--- config.mk ---
export PLATFORM = sky130hd
export DESIGN_NAME = iu_sequencer_flat
export DESIGN_NICKNAME = d
export VERILOG_FILES = /design/src/rtl/iu_sequencer_if.sv /design/src/rtl/iu_sequencer.sv /design/src/flat_wrapper.sv
export SDC_FILE = /design/constraint.sdc
export NUM_CORES = 1
export LEC_CHECK = 0
export CORE_MARGIN = 2
export CORE_UTILIZATION = 38
export DETAILED_ROUTE_END_ITERATION = 8
export GPL_TIMING_DRIVEN = 0
export PLACE_DENSITY = 0.65
export SLEW_MARGIN = 20
export SYNTH_ARGS = -nofsm -noshare
export SYNTH_HDL_FRONTEND = slang
export SYNTH_SLANG_ARGS = --single-unit
--- constraint.sdc ---
create_clock -name clk -period 6.15 [get_ports clk]
set_clock_uncertainty 0.2 [all_clocks]
set_input_delay 0.615 -clock clk [delete_from_list [all_inputs] [get_ports clk]]
set_output_delay 0.615 -clock clk [all_outputs]
set_load 0.005 [all_outputs]
--- src/rtl/iu_sequencer_if.sv ---
// Byte-read / word-write memory bus between the sequencer and program/result memory.
// One request at a time; mem_resp is a single-cycle completion strobe.
interface iu_sequencer_if;
   logic        read_req;
   logic        write_req;
   logic [13:0] addrout;
   logic [7:0]  datatoinst;
   logic [15:0] datatomem;
   logic        mem_resp;

   modport master (
      output read_req,
      output write_req,
      output addrout,
      output datatomem,
      input  datatoinst,
      input  mem_resp
   );

   modport slave (
      input  read_req,
      input  write_req,
      input  addrout,
      input  datatomem,
      output datatoinst,
      output mem_resp
   );
endinterface

--- src/rtl/iu_sequencer.sv ---
// Instruction sequencer: fetches 3-byte instructions, drives the ALU, stores 16-bit results.
// state     | meaning
// IDLE      | parked; waits for run with halted clear, loads pc and rp
// FETCH_OP  | read opcode byte; halt bit or illegal op ends in HALT
// FETCH_A   | read operand A
// FETCH_B   | read operand B, raise IU_start
// EXEC      | one cycle of IU_start; nop returns to fetch/idle from here
// WAIT_ALU  | hold IU_start and operands until alu_done
// STORE     | write IU_result at rp, then next instruction or IDLE
// HALT      | terminal until reset
module iu_sequencer (
   input  logic                  clk,
   input  logic                  reset_n,
   input  logic                  run,
   input  logic [13:0]           start_addr,
   input  logic [13:0]           res_base,
   iu_sequencer_if.master        mem,
   output logic [7:0]            IU_A,
   output logic [7:0]            IU_B,
   output logic [2:0]            op_set,
   output logic                  IU_start,
   input  logic                  alu_done,
   input  logic [15:0]           alu_result,
   output logic [15:0]           IU_result,
   output logic                  halted,
   output logic                  error
);

   localparam logic [2:0] S_IDLE     = 3'd0;
   localparam logic [2:0] S_FETCH_OP = 3'd1;
   localparam logic [2:0] S_FETCH_A  = 3'd2;
   localparam logic [2:0] S_FETCH_B  = 3'd3;
   localparam logic [2:0] S_EXEC     = 3'd4;
   localparam logic [2:0] S_WAIT_ALU = 3'd5;
   localparam logic [2:0] S_STORE    = 3'd6;
   localparam logic [2:0] S_HALT     = 3'd7;

   localparam logic [2:0] OP_NOP = 3'b000;
   localparam logic [2:0] OP_MUL = 3'b100;

   logic [2:0]  state_q,  state_d;
   logic [13:0] pc_q,     pc_d;
   logic [13:0] rp_q,     rp_d;
   logic [2:0]  op_q,     op_d;
   logic        rd_q,     rd_d;
   logic        wr_q,     wr_d;
   logic [13:0] addr_q,   addr_d;
   logic [15:0] wdata_q,  wdata_d;
   logic [7:0]  a_q,      a_d;
   logic [7:0]  b_q,      b_d;
   logic [2:0]  opset_q,  opset_d;
   logic        start_q,  start_d;
   logic [15:0] result_q, result_d;
   logic        halted_q, halted_d;
   logic        error_q,  error_d;

   always_comb begin
      state_d  = state_q;
      pc_d     = pc_q;
      rp_d     = rp_q;
      op_d     = op_q;
      rd_d     = rd_q;
      wr_d     = wr_q;
      addr_d   = addr_q;
      wdata_d  = wdata_q;
      a_d      = a_q;
      b_d      = b_q;
      opset_d  = opset_q;
      start_d  = start_q;
      result_d = result_q;
      halted_d = halted_q;
      error_d  = error_q;

      case (state_q)
         S_IDLE: begin
            if (run && !halted_q) begin
               state_d = S_FETCH_OP;
               pc_d    = start_addr;
               rp_d    = res_base;
            end
         end
         // Each fetch spends one cycle with read_req low before issuing, so the
         // request always drops for a cycle between consecutive bytes.
         S_FETCH_OP, S_FETCH_A, S_FETCH_B: begin
            if (!rd_q) begin
               rd_d   = 1'b1;
               addr_d = pc_q;
            end else if (mem.mem_resp) begin
               rd_d = 1'b0;
               pc_d = pc_q + 14'd1;
               if (state_q == S_FETCH_OP) begin
                  op_d = mem.datatoinst[2:0];
                  if (mem.datatoinst[7]) begin
                     state_d  = S_HALT;
                     halted_d = 1'b1;
                  end else if (mem.datatoinst[2:0] > OP_MUL) begin
                     state_d  = S_HALT;
                     halted_d = 1'b1;
                     error_d  = 1'b1;
                  end else begin
                     state_d = S_FETCH_A;
                  end
               end else if (state_q == S_FETCH_A) begin
                  a_d     = mem.datatoinst;
                  state_d = S_FETCH_B;
               end else begin
                  b_d     = mem.datatoinst;
                  opset_d = op_q;
                  start_d = 1'b1;
                  state_d = S_EXEC;
               end
            end
         end
         S_EXEC: begin
            if (op_q == OP_NOP) begin
               start_d = 1'b0;
               state_d = run ? S_FETCH_OP : S_IDLE;
            end else begin
               state_d = S_WAIT_ALU;
            end
         end
         S_WAIT_ALU: begin
            if (alu_done) begin
               result_d = alu_result;
               start_d  = 1'b0;
               state_d  = S_STORE;
            end
         end
         S_STORE: begin
            if (!wr_q) begin
               wr_d    = 1'b1;
               addr_d  = rp_q;
               wdata_d = result_q;
            end else if (mem.mem_resp) begin
               wr_d    = 1'b0;
               rp_d    = rp_q + 14'd1;
               state_d = run ? S_FETCH_OP : S_IDLE;
            end
         end
         S_HALT: begin
            state_d = S_HALT;
         end
         default: begin
            state_d = S_IDLE;
         end
      endcase
   end

   always_ff @(posedge clk) begin
      if (!reset_n) begin
         state_q  <= S_IDLE;
         pc_q     <= '0;
         rp_q     <= '0;
         op_q     <= '0;
         rd_q     <= 1'b0;
         wr_q     <= 1'b0;
         addr_q   <= '0;
         wdata_q  <= '0;
         a_q      <= '0;
         b_q      <= '0;
         opset_q  <= '0;
         start_q  <= 1'b0;
         result_q <= '0;
         halted_q <= 1'b0;
         error_q  <= 1'b0;
      end else begin
         state_q  <= state_d;
         pc_q     <= pc_d;
         rp_q     <= rp_d;
         op_q     <= op_d;
         rd_q     <= rd_d;
         wr_q     <= wr_d;
         addr_q   <= addr_d;
         wdata_q  <= wdata_d;
         a_q      <= a_d;
         b_q      <= b_d;
         opset_q  <= opset_d;
         start_q  <= start_d;
         result_q <= result_d;
         halted_q <= halted_d;
         error_q  <= error_d;
      end
   end

   assign mem.read_req  = rd_q;
   assign mem.write_req = wr_q;
   assign mem.addrout   = addr_q;
   assign mem.datatomem = wdata_q;
   assign IU_A          = a_q;
   assign IU_B          = b_q;
   assign op_set        = opset_q;
   assign IU_start      = start_q;
   assign IU_result     = result_q;
   assign halted        = halted_q;
   assign error         = error_q;

endmodule
--- src/flat_wrapper.sv ---
// flat-port wrapper written by rule: the top's interface ports become plain ports
module iu_sequencer_flat 
  (clk, reset_n, run, start_addr, res_base, IU_A, IU_B, op_set, IU_start, alu_done, alu_result, IU_result, halted, error, mem_read_req, mem_write_req, mem_addrout, mem_datatomem, mem_datatoinst, mem_mem_resp);
  iu_sequencer_if mem_i ();
  input  logic clk;
  input  logic reset_n;
  input  logic run;
  input  logic [13:0] start_addr;
  input  logic [13:0] res_base;
  output logic [7:0] IU_A;
  output logic [7:0] IU_B;
  output logic [2:0] op_set;
  output logic IU_start;
  input  logic alu_done;
  input  logic [15:0] alu_result;
  output logic [15:0] IU_result;
  output logic halted;
  output logic error;
  output wire logic [$bits(mem_i.read_req)-1:0] mem_read_req;
  output wire logic [$bits(mem_i.write_req)-1:0] mem_write_req;
  output wire logic [$bits(mem_i.addrout)-1:0] mem_addrout;
  output wire logic [$bits(mem_i.datatomem)-1:0] mem_datatomem;
  input wire logic [$bits(mem_i.datatoinst)-1:0] mem_datatoinst;
  input wire logic [$bits(mem_i.mem_resp)-1:0] mem_mem_resp;
  assign mem_read_req = mem_i.read_req;
  assign mem_write_req = mem_i.write_req;
  assign mem_addrout = mem_i.addrout;
  assign mem_datatomem = mem_i.datatomem;
  assign mem_i.datatoinst = mem_datatoinst;
  assign mem_i.mem_resp = mem_mem_resp;
  iu_sequencer u_core (.clk(clk), .reset_n(reset_n), .run(run), .start_addr(start_addr), .res_base(res_base), .mem(mem_i), .IU_A(IU_A), .IU_B(IU_B), .op_set(op_set), .IU_start(IU_start), .alu_done(alu_done), .alu_result(alu_result), .IU_result(IU_result), .halted(halted), .error(error));
endmodule
==> qor.yml <==
timing:
  drv_slew: 0
  max_freq_ghz: 0.406
  finalHoldViolations: 0
  relSlewSlack_pct: 54.1
  post-route-period-util_pct: 40.0
  tightest_slew_ns: 0.683
  tns_ns: 0
  setup_viol: 0
  rsz0062_at_grt: "false"
  fin_crit_ns: 2.46
synth:
  synth_cell_type_count: 60
  synth_edf_count: 0
  ys_ff_latch: 104
  seq_area_frac_synth_pct: 43.8
  synth-main-ff-cell: "dfxtp_1"
  yosys_warnings: 0
  synthesis.nets: 646
  async_reset_ff_share_pct: 0
  synth.avg_cell_area_um2: 8.09
  synth_area_um2: 4750
  syn_inst: 587
global_route:
  grt_pass1_wl_um: 23500
  grt_pass1_vias: 4693
  grt-ovfl-total: 0
  antenna_found_initial: 0
  grt_max_degree: 20
  grtUsageTotal_pct: 22.3
worst_setup_path:
  end_kind: "flop"
  arrival_ns: 2.50
  crit_path_max_incr_delay_ns: 0.51
  cp.required_ns: 6.19
  crit_fanout: 10
  crit_chain: "clkdlybuf4s50_1 -> or4b_4 -> a21oi_2 -> buf_4 -> o21ai_0 -> a32o_1"
  critical_path_class: "in -> reg"
  slowest_stage: "clkdlybuf4s50_1"
  crit_path_start_kind: "input pin"
detailed_routing:
  wirelength_um: 14900
  ant_nets: 0
  drt_iter0_markers: 441
  viasPerCell: 5.45
  drt_drc_violations_left: 0
  wl_per_cell_um: 16.6
  dr.pass1.iters: 6
  vias: 4882
place:
  gp_congestion: 0.883
  dp_hpwl_um: 10900
  io_buffers: 125
pwr:
  powerDensity_nw_per_um2: 244
  fin_total_pwr_mw: 1.59
  peakVddDrop_uv: 203
  p_leak_nw: 2.20
layout:
  finalNetCount: 782
  area_delta_synth_final_pct: 37.4
  layout_common_cells: "clkdlybuf4s50_1 (125), nand2_1 (122), dfxtp_1 (104)"
  layout_commonest_cell: "clkdlybuf4s50_1"
  diodes: 0
  final_layout_size_suffix_gt1_share_pct: 6.04
  final.fill_count: 1170
clocking:
  hold_buffers: 0
  clk_pin_slew_ns: 0.07
  cts.sink_count: 104
  clock_latency_ns: 0.36
  htreeDepth: 3
  cts_resized: 0
  numCtsBuffers: 9
  cts_tree: "yes"
  post-cts-setup-buffers: 0
  cts_root_buffer: "clkbuf_16"
  clock_path_buffers: 2
die:
  core-area_um2: 12100
  die_area_um2: 13400
  die_h_um: 116
  die_w_um: 116
  initial_utilization_pct: 39.2
  io-pin-count: 127
  rows: 40
run:
  drv_cap: 0
run_status:
  status: "complete, no violations"
worst_hold_path:
  hold_path.class: "reg -> reg"
metrics by stage:
stage / utilization (%) / std cells / instance area (µm²) / worst slack, ns / hold WS (ns)
after floorplan: - / 587 / 4750 / 4.07 / 0.253
after global placement: 51.3 / 880 / 6210 / 3.40 / 0.243
after detailed placement: 51.3 / 880 / 6210 / 3.38 / 0.249
after CTS: 53.9 / 896 / 6530 / 3.75 / 0.259
after global routing: 53.9 / 896 / 6530 / 3.66 / 0.280
final: 53.9 / 896 / 6530 / 3.69 / 0.255
cell usage after synthesis (2+ instances only):
cell	n	area [µm²]
nor3b_1	3	22.5
o21bai_1	2	15.0
nor2_1	56	210
or3_1	5	31.3
ha_1	2	25.0
nor4_1	4	25.0
o32ai_1	4	35.0
a22o_1	4	35.0
a31oi_1	2	12.5
dfxtp_1	104	2080
o211ai_1	5	37.5
buf_6	3	33.8
nand4_1	6	37.5
or4b_4	2	27.5
or2_2	2	12.5
inv_2	2	7.51
a21boi_0	2	15.0
a21oi_1	58	290
o21ai_0	21	105
a221oi_1	2	17.5
o21a_1	4	30.0
and2_1	3	18.8
o211a_1	3	30.0
buf_1	5	18.8
mux2i_1	23	230
buf_2	10	50.1
o41ai_1	3	26.3
clkbuf_1	25	93.8
a32o_1	5	50.1
nor3_1	12	60.1
a21o_1	4	30.0
a211oi_1	4	30.0
or4_1	6	45.0
nand2_1	122	458
nand3_1	10	50.1
inv_1	10	37.5
o31ai_1	6	45.0
a311oi_1	15	131
o22ai_1	4	25.0
nand2b_1	4	25.0
logic make-up after synthesis:
kind of cell    after synthesis  share of synthesized area (%)
simple gates                241                           22.7
fa+ha+maj                     2                          0.527
compound gates              161                           22.9
mux                          23                           4.85
buf+inv                      56                           5.24
flops                       104                           43.8
critical path: cells and delay by family:
kind                   cells  cell delay [ns]
buffers and inverters      2             0.73
AO/OA/AOI/OAI              3             0.66
AND/OR/NAND/NOR            1             0.49
path summary, 6_finish.rpt:
kind / start / endpoint / slack [ns] / depth (start not counted)
hold / removal: u_core.mem.datatomem[9] / u_core.mem.datatomem[9] / 0.25 / 2
hold reg to reg: u_core.mem.datatomem[9] / u_core.mem.datatomem[9] / 0.25 / 2
setup reg to reg: u_core.state_q[0] / u_core.rp_q[11] / 3.82 / 6
setup / recovery: run / u_core.rp_q[11] / 3.69 / 6
where the power goes:
group          switching, mW  leakage [nW]  internal [mW]  total, mW
Sequential            0.0361         0.845          0.708      0.745
Combinational          0.125          1.20          0.121      0.246
Clock                  0.278         0.155          0.324      0.602
metal layers:
| layer | vias up | wire, µm | GRT usage (%) |
|---|---|---|---|
| met5 | - | 0 | 0 |
| met4 | 0 | 342 | 9.21 |
| met3 | 24 | 1210 | 6.28 |
| met2 | 198 | 6870 | 35.9 |
| met1 | 2296 | 6470 | 28.1 |
| li1 | 2364 | - | - |
flip-flops by register name, summed over array words and instances, names as in the netlist, 3 cells and up:
register / flops
u_core.IU_B: 8
u_core.IU_A: 8
u_core.state_q: 3
u_core.mem.addrout: 14
u_core.rp_q: 14
u_core.op_set: 3
u_core.mem.datatomem: 16
u_core.IU_result: 16
u_core.pc_q: 14
u_core.op_q: 3
layout make-up:
cell class	count	area, µm²	area share, %
tap	168	210	3.22
timing repair buffer	125	1250	19.2
clock buffer	9	225	3.45
clock inverter	7	88.8	1.36
sequential	104	2080	31.9
multi-input combinational	427	2420	37.1
buffer	44	204	3.13
inverter	12	45.0	0.690
Note: power is estimated with default switching activity, not from simulation.
